<file path="config.mk">
export PLATFORM = sky130hd
export DESIGN_NAME = pipelined_addsub
export DESIGN_NICKNAME = d
export VERILOG_FILES = /design/src/rtl/pipelined_addsub.sv
export SDC_FILE = /design/constraint.sdc
export NUM_CORES = 1
export LEC_CHECK = 0
export CAP_MARGIN = 20
export CORE_ASPECT_RATIO = 1.1
export CORE_MARGIN = 5
export CORE_UTILIZATION = 48
export DETAILED_ROUTE_END_ITERATION = 10
export PLACE_DENSITY_LB_ADDON = 0.15
export SLEW_MARGIN = 20
export SYNTH_ARGS = -nofsm -noshare
export SYNTH_HDL_FRONTEND = slang
export SYNTH_SLANG_ARGS = --single-unit
</file>
<file path="constraint.sdc">
create_clock -name clk -period 1.9 [get_ports clk]
set_input_delay 0.285 -clock clk [delete_from_list [all_inputs] [get_ports clk]]
set_output_delay 0.285 -clock clk [all_outputs]
set_load 0.03 [all_outputs]
</file>
<file path="src/rtl/pipelined_addsub.sv">
// pipelined_addsub
//   Pipelined add/subtract unit for the ALU between operand fetch and result
//   writeback. The carry chain is cut into CHUNK-bit slices; stage k resolves
//   slice k, so latency is STAGES = WIDTH/CHUNK cycles at one op per cycle.
//
// Ports
//   clk, rst        clock (rising edge), asynchronous active-high reset
//   in_valid/ready  operand handshake; in_ready is combinational
//   A, B, Cin, Op   operands; Op: 00 ADD, 01 SUB, 10 ADC, 11 SBB
//   out_valid/ready result handshake
//   Result          WIDTH-bit result
//   Cout            carry for ADD/ADC, borrow for SUB/SBB
//   Zero, Negative  Result == 0, Result MSB
//   Overflow        two's-complement signed overflow
module pipelined_addsub #(
   parameter int WIDTH = 8,
   parameter int CHUNK = 4
) (
   input  logic             clk,
   input  logic             rst,
   input  logic             in_valid,
   output logic             in_ready,
   input  logic [WIDTH-1:0] A,
   input  logic [WIDTH-1:0] B,
   input  logic             Cin,
   input  logic [1:0]       Op,
   output logic             out_valid,
   input  logic             out_ready,
   output logic [WIDTH-1:0] Result,
   output logic             Cout,
   output logic             Zero,
   output logic             Negative,
   output logic             Overflow
);

   localparam int STAGES = WIDTH / CHUNK;

   if ((WIDTH % CHUNK) != 0 || WIDTH < CHUNK) begin : g_bad_params
      $error("pipelined_addsub: WIDTH must be a non-zero multiple of CHUNK");
   end

   // The whole pipe moves together; a stalled output freezes every stage.
   logic advance;
   assign advance  = ~out_valid | out_ready;
   assign in_ready = advance;

   // Operand preparation: subtraction is A + ~B + 1, borrow-in flips the
   // raw carry so SBB is A + ~B + ~Cin.
   logic [WIDTH-1:0] b_prep;
   logic             c_first;
   assign b_prep  = Op[0] ? ~B : B;
   assign c_first = Op[1] ? (Cin ^ Op[0]) : Op[0];

   // Inter-stage registers. Entry k holds the state after stage k. Only the
   // unprocessed upper bits of a_q/b_q and the resolved lower bits of sum_q
   // are ever written or read; the last entry is replaced by the output regs.
   logic             v_q   [STAGES];
   logic             sub_q [STAGES];
   logic             c_q   [STAGES];
   logic [WIDTH-1:0] sum_q [STAGES];
   logic [WIDTH-1:0] a_q   [STAGES];
   logic [WIDTH-1:0] b_q   [STAGES];

   for (genvar k = 0; k < STAGES; k++) begin : g_stage
      localparam int LO = k * CHUNK;

      logic                v_i, sub_i, c_i;
      logic [WIDTH-LO-1:0] a_i, b_i;     // slices k..STAGES-1 still to do
      logic [LO+CHUNK-1:0] sum_n;        // slices 0..k after this stage
      logic [CHUNK:0]      s;

      assign s = {1'b0, a_i[CHUNK-1:0]} + {1'b0, b_i[CHUNK-1:0]}
               + {{CHUNK{1'b0}}, c_i};

      if (k == 0) begin : g_src
         assign v_i   = in_valid;
         assign sub_i = Op[0];
         assign c_i   = c_first;
         assign a_i   = A;
         assign b_i   = b_prep;
         assign sum_n = s[CHUNK-1:0];
      end else begin : g_src
         assign v_i   = v_q[k-1];
         assign sub_i = sub_q[k-1];
         assign c_i   = c_q[k-1];
         assign a_i   = a_q[k-1][WIDTH-1:LO];
         assign b_i   = b_q[k-1][WIDTH-1:LO];
         assign sum_n = {s[CHUNK-1:0], sum_q[k-1][LO-1:0]};
      end

      if (k < STAGES-1) begin : g_mid
         always_ff @(posedge clk or posedge rst) begin
            if (rst) begin
               v_q[k]                        <= 1'b0;
               sub_q[k]                      <= 1'b0;
               c_q[k]                        <= 1'b0;
               sum_q[k][LO+CHUNK-1:0]        <= '0;
               a_q[k][WIDTH-1:LO+CHUNK]      <= '0;
               b_q[k][WIDTH-1:LO+CHUNK]      <= '0;
            end else if (advance) begin
               v_q[k]                        <= v_i;
               sub_q[k]                      <= sub_i;
               c_q[k]                        <= s[CHUNK];
               sum_q[k][LO+CHUNK-1:0]        <= sum_n;
               a_q[k][WIDTH-1:LO+CHUNK]      <= a_i[WIDTH-LO-1:CHUNK];
               b_q[k][WIDTH-1:LO+CHUNK]      <= b_i[WIDTH-LO-1:CHUNK];
            end
         end
      end else begin : g_last
         // Top slice still carries the operand MSBs, so the signed-overflow
         // test uses the prepared B exactly as the adder saw it.
         always_ff @(posedge clk or posedge rst) begin
            if (rst) begin
               out_valid <= 1'b0;
               Result    <= '0;
               Cout      <= 1'b0;
               Zero      <= 1'b0;
               Negative  <= 1'b0;
               Overflow  <= 1'b0;
            end else if (advance) begin
               out_valid <= v_i;
               Result    <= sum_n;
               Cout      <= s[CHUNK] ^ sub_i;
               Zero      <= (sum_n == '0);
               Negative  <= sum_n[WIDTH-1];
               Overflow  <= (a_i[CHUNK-1] == b_i[CHUNK-1]) &&
                            (sum_n[WIDTH-1] != a_i[CHUNK-1]);
            end
         end
      end
   end

endmodule
</file>
Word-level counts from Yosys, hierarchy flattened
Index checks and enable logic that the tools add are counted. Widths: inputs -> output; s select.

Multiplexer cells: 2. Bitwise operators: 5. $add $sub $neg: 4. Equal/unequal tests: 2. Reduce and logical (&&, ||, !) cells: 2.

Operator list (number): $add 4x4->5 (2); $add 5x1->5 (2); $logic_not 8->1 (1); $mux 8 (1); $not 8->8 (1); $xor 1x1->1 (2); $eq 1x1->1 (1); $logic_and 1x1->1 (1); $mux 1 (1); $ne 1x1->1 (1); $not 1->1 (1); $or 1x1->1 (1).

Input port bits: 23. Output and inout port bits: 14. Flip-flop bits (word level): 28. Word-level logic and storage cells: 27.

Logic depth before layout (Yosys ltp)
Word-level depth: 4. Depth in mapped cells: 7. Gate-level depth less buffers: 7.

Least setup slack after synthesis
No wires, ideal clock.

Kind: input -> register. From: input port Op[0]. To: register c_q (netlist bit g_stage[1].c_i). Arrival time: 1.903 ns. Buffers on the path: 1. Setup time: 0.127 ns. Cell stages on the path: 7. Path slack: -0.130 ns. Cells stage by stage: buf_2 xor2_1 fa_1 fa_1 a21o_1 a211oi_1 a21oi_1.

Cells in the longest elaborated chain, start to end: 3. Elaborated cells between the ends (all ways): 5. Classes of those cells: add/sub (2); mux (2); bitwise (1).

RTL lines: start: declaration (RTL line 26) `input logic [1:0] Op,`; $mux 8 or $xor 1x1->1 (tied branches) (RTL line 51, 52); $add 4x4->5 or $mux 1 (tied branches) (RTL line 72, 52); $add 5x1->5 (*) (RTL line 73) `+ {{CHUNK{1'b0}}, c_i};`; end signal: indexed assignment (RTL line 103) `c_q[k] <= s[CHUNK];`; end: declaration (RTL line 59) `logic c_q [STAGES];`.

Every way passes the cells marked *; elsewhere a longest branch is shown, timed or not. A chain may end at the register's enable or synchronous reset.

Worst setup path in the final report
Same ends and word-level chain as after synthesis.

==> impl_metrics.csv <==
group,metric,value,unit
pwr,intPower,1.22,mW
global_route,first_global_vias,1099,
pwr,finalPower,1.99,mW
setup_path,worstSetupStartpointType,"input port",
die,core-area,2800,sq um
final_layout,seq_area,676,sq um
pwr,p_switching,0.766,mW
global_route,grt_pass1_wl,4720,um
route,vias,1065,
place,hpwl,2150,um
pwr,p_clk_share,12.5,%
final_layout,fillers,234,
die,rows,20,
setup_path,r2r-start,"g_stage[1].c_i",
route,drc,0,
cts,root_buffer,"clkbuf_4",
pwr,pwr_density_cell,1050,nW/um^2
global_route,overflow,0,
timing,max_freq,0.550,GHz
global_route,track_usage,15.4,%
setup_path,cp.arrival,2040,ps
synthesis,ys_top_cells_by_area,"dfrtp_1 (48%), nand2_1 (11%), fa_1 (5.7%)",
route,drt-total-wl,2780,um
synthesis,synth-warning-count,0,
outcome,status,"complete, no violations",
synthesis,synth_top_area_cell,"dfrtp_1",
place,dpl_cell_area,1810,sq um
route,first_iter_violations,48,
setup_path,startpoint,"Op[0]",
synthesis,syn_inst,143,
global_route,grt_start_max_net_pins,28,
synthesis,synth_most_common_cell,"nand2_1",
timing,fin_crit_sh,95.7,%
die,die_area,4130,sq um
final_layout,final_area,1890,sq um
timing,rsz0062_at_grt,"yes",
route,ant_nets,0,
cts,htree_levels,1,
pwr,leakagePower,0.901,nW
pwr,seq_power_share,41.1,%
route,wl_met3,168,um
timing,slew_viol_final,0,
pwr,ir_worst_vdd,685,uV
timing,relSlewSlack,77.2,%
synthesis,synth_commonest_cells,"nand2_1 (43), dfrtp_1 (27), xor2_1 (9)",
synthesis,synth_nets,176,
route,avgViaCountPerCell,4.91,
final_layout,multi_input_area,689,sq um
synthesis,synthFlopType,"dfrtp_1",
final_layout,diodes,0,
setup_path,crit_required,2120,ps
cts,cts_buffer_depth,2,
timing,tightest_slew,343,ps
job,drv_cap,0,
synthesis,synth_area_per_cell,9.87,sq um
timing,setup_viol,0,
final_layout,area_growth,33.8,%
global_route,antenna_found_initial,0,
cts,path_clk_slew,150,ps
cts,cts_tree,"done",
synthesis,yosysSeqAreaShare,47.9,%
die,die_h,66.9,um
cts,ctsHoldBuffers,0,
synthesis,synthAdderAreaFrac,11.0,%
route,dr_wl_met2,1310,um
route,dr.pass1.iters,4,
synthesis,synthSimpleGateAreaFrac,16.9,%
die,io_pins,37,
route,routedWlPerCell,12.8,um
worst_hold_path,hp-class,"input port to asynchronous set/reset pin",
pwr,power_frac_comb,46.4,%
synthesis,synthXorXnorAreaFrac,8.69,%
place,post-place-ws,-460,ps
timing,final_hold_viol_count,0,
timing,skew,10.0,ps
die,initial_core_util,50.4,%
synthesis,synthMuxAreaShare,0.798,%
synthesis,synth_top_family_by_area,"simple AND/OR/NAND/NOR gates",
die,fp.dieW,61.7,um
synthesis,synth_compound_area_share,8.60,%
synthesis,synth_cell_types,29,
timing,hold_ws,298,ps
synthesis,synth-seq-cells,27,
timing,fin_crit,1820,ps
cts,worstSkewPairLatency,330,ps
place,portBuffers,36,
route,top_layer,"met4",
pwr,switching_share,38.6,%
synthesis,synth-edff-count,0,
final_layout,drive_gt1_share,14.7,%
setup_path,critical_path.max_fanout,3,
synthesis,synth-async-reset-ratio,100,%
route,wl_met1,1260,um
setup_path,crit_type,"input port to flip-flop",
synthesis,synth_area,1410,sq um
setup_path,crit_path_end_kind,"flip-flop",
timing,fin_ws,81.3,ps
synthesis,synth_top_cell_area_share,47.9,%
place,gp_congestion,0.770,
final_layout,final_nets,218,
cts,cts.sinks,27,
cts,cts_buffers,3,
==> flip-flops by register name, summed over array words and instances (netlist names) <==
| signal | flops |
|---|---|
| Cout | 1 |
| Overflow | 1 |
| Result | 8 |
| Zero | 1 |
| g_stage.a_i | 4 |
| g_stage.b_i | 4 |
| g_stage.c_i | 1 |
| g_stage.sub_i | 1 |
| g_stage.sum_n | 4 |
| g_stage.v_i | 1 |
| out_valid | 1 |
==> path summary, 6_finish.rpt <==
check	end	slack (ps)	depth (start not counted)
min reg2reg	Result[2]	480	2
max	g_stage[1].c_i	80	7
max in group asynchronous	g_stage[1].c_i	1350	3
max reg2reg	Zero	100	6
min in group clk	g_stage[1].a_i[3]	470	3
min	g_stage[1].b_i[1]	300	3
==> layout make-up <==
| class | count | area share (%) |
|---|---|---|
| clock buffers | 3 | 1.19 |
| flip-flops and latches | 27 | 35.8 |
| inverters | 8 | 1.59 |
| well taps | 33 | 2.19 |
| multi-input cells | 101 | 36.5 |
| clock inverters | 1 | 0.265 |
| repair buffers | 44 | 22.5 |
==> cell families after synthesis <==
group | count (synthesis)
simple gates | 55
flops | 27
compound gates | 21
buf+inv | 15
xor+xnor | 14
fa+ha+maj | 10
mux | 1
==> what timing repair did <==
| action | CTS | global route |
|---|---|---|
| resized for setup | 2 | 9 |
| buffers inserted | 0 | 1 |
| pin swaps | 0 | 7 |
| setup endpoints to repair | 2 | 4 |
==> power groups by stage <==
stage / sequential (mW) / combinational [mW] / clock, mW
floorplan: 0.994 / 0.403 / 0
global placement: 0.818 / 0.892 / 0
detailed placement: 0.828 / 0.908 / 0
CTS: 0.815 / 0.914 / 0.262
global route: 0.836 / 1.01 / 0.281
finish: 0.816 / 0.921 / 0.248
==> cell usage in the layout, fill, tap and decap left out, types with 2 or more instances in the layout <==
cell type / n
a21o_1: 2
a21oi_1: 5
buf_4: 9
clkbuf_4: 3
clkdlybuf4s50_1: 31
dfrtp_1: 27
dlymetal6s2s_1: 3
fa_2: 4
ha_1: 6
inv_1: 7
nand2_1: 42
nand2_2: 2
nor2_1: 3
o21ai_0: 5
o21ai_1: 5
o31ai_1: 2
xnor2_1: 4
xor2_1: 7
xor2_2: 2
==> per-stage QoR <==
step | cells | TNS, ps | utilization [%]
after floorplan | 143 | 0 | -
after global placement | 212 | -1120 | 64.6
after detailed placement | 212 | -1360 | 64.6
after CTS | 216 | 0 | 65.8
after global routing | 217 | -20.8 | 67.4
final | 217 | 0 | 67.4
==> worst max-delay path, cell delays in order <==
cell	delay, ps
dlygate4sd2_1	320
xor2_2	210
fa_2	390
fa_2	410
a21o_1	200
a211oi_2	170
a21oi_1	60
==> layer usage <==
layer | track usage [%] | vias up
met2 | 25.0 | 29
met3 | 3.29 | 6
met5 | 0 | -
met1 | 19.9 | 491
met4 | 5.31 | 0
li1 | - | 539
No activity file was read; power rests on OpenSTA's default activity.
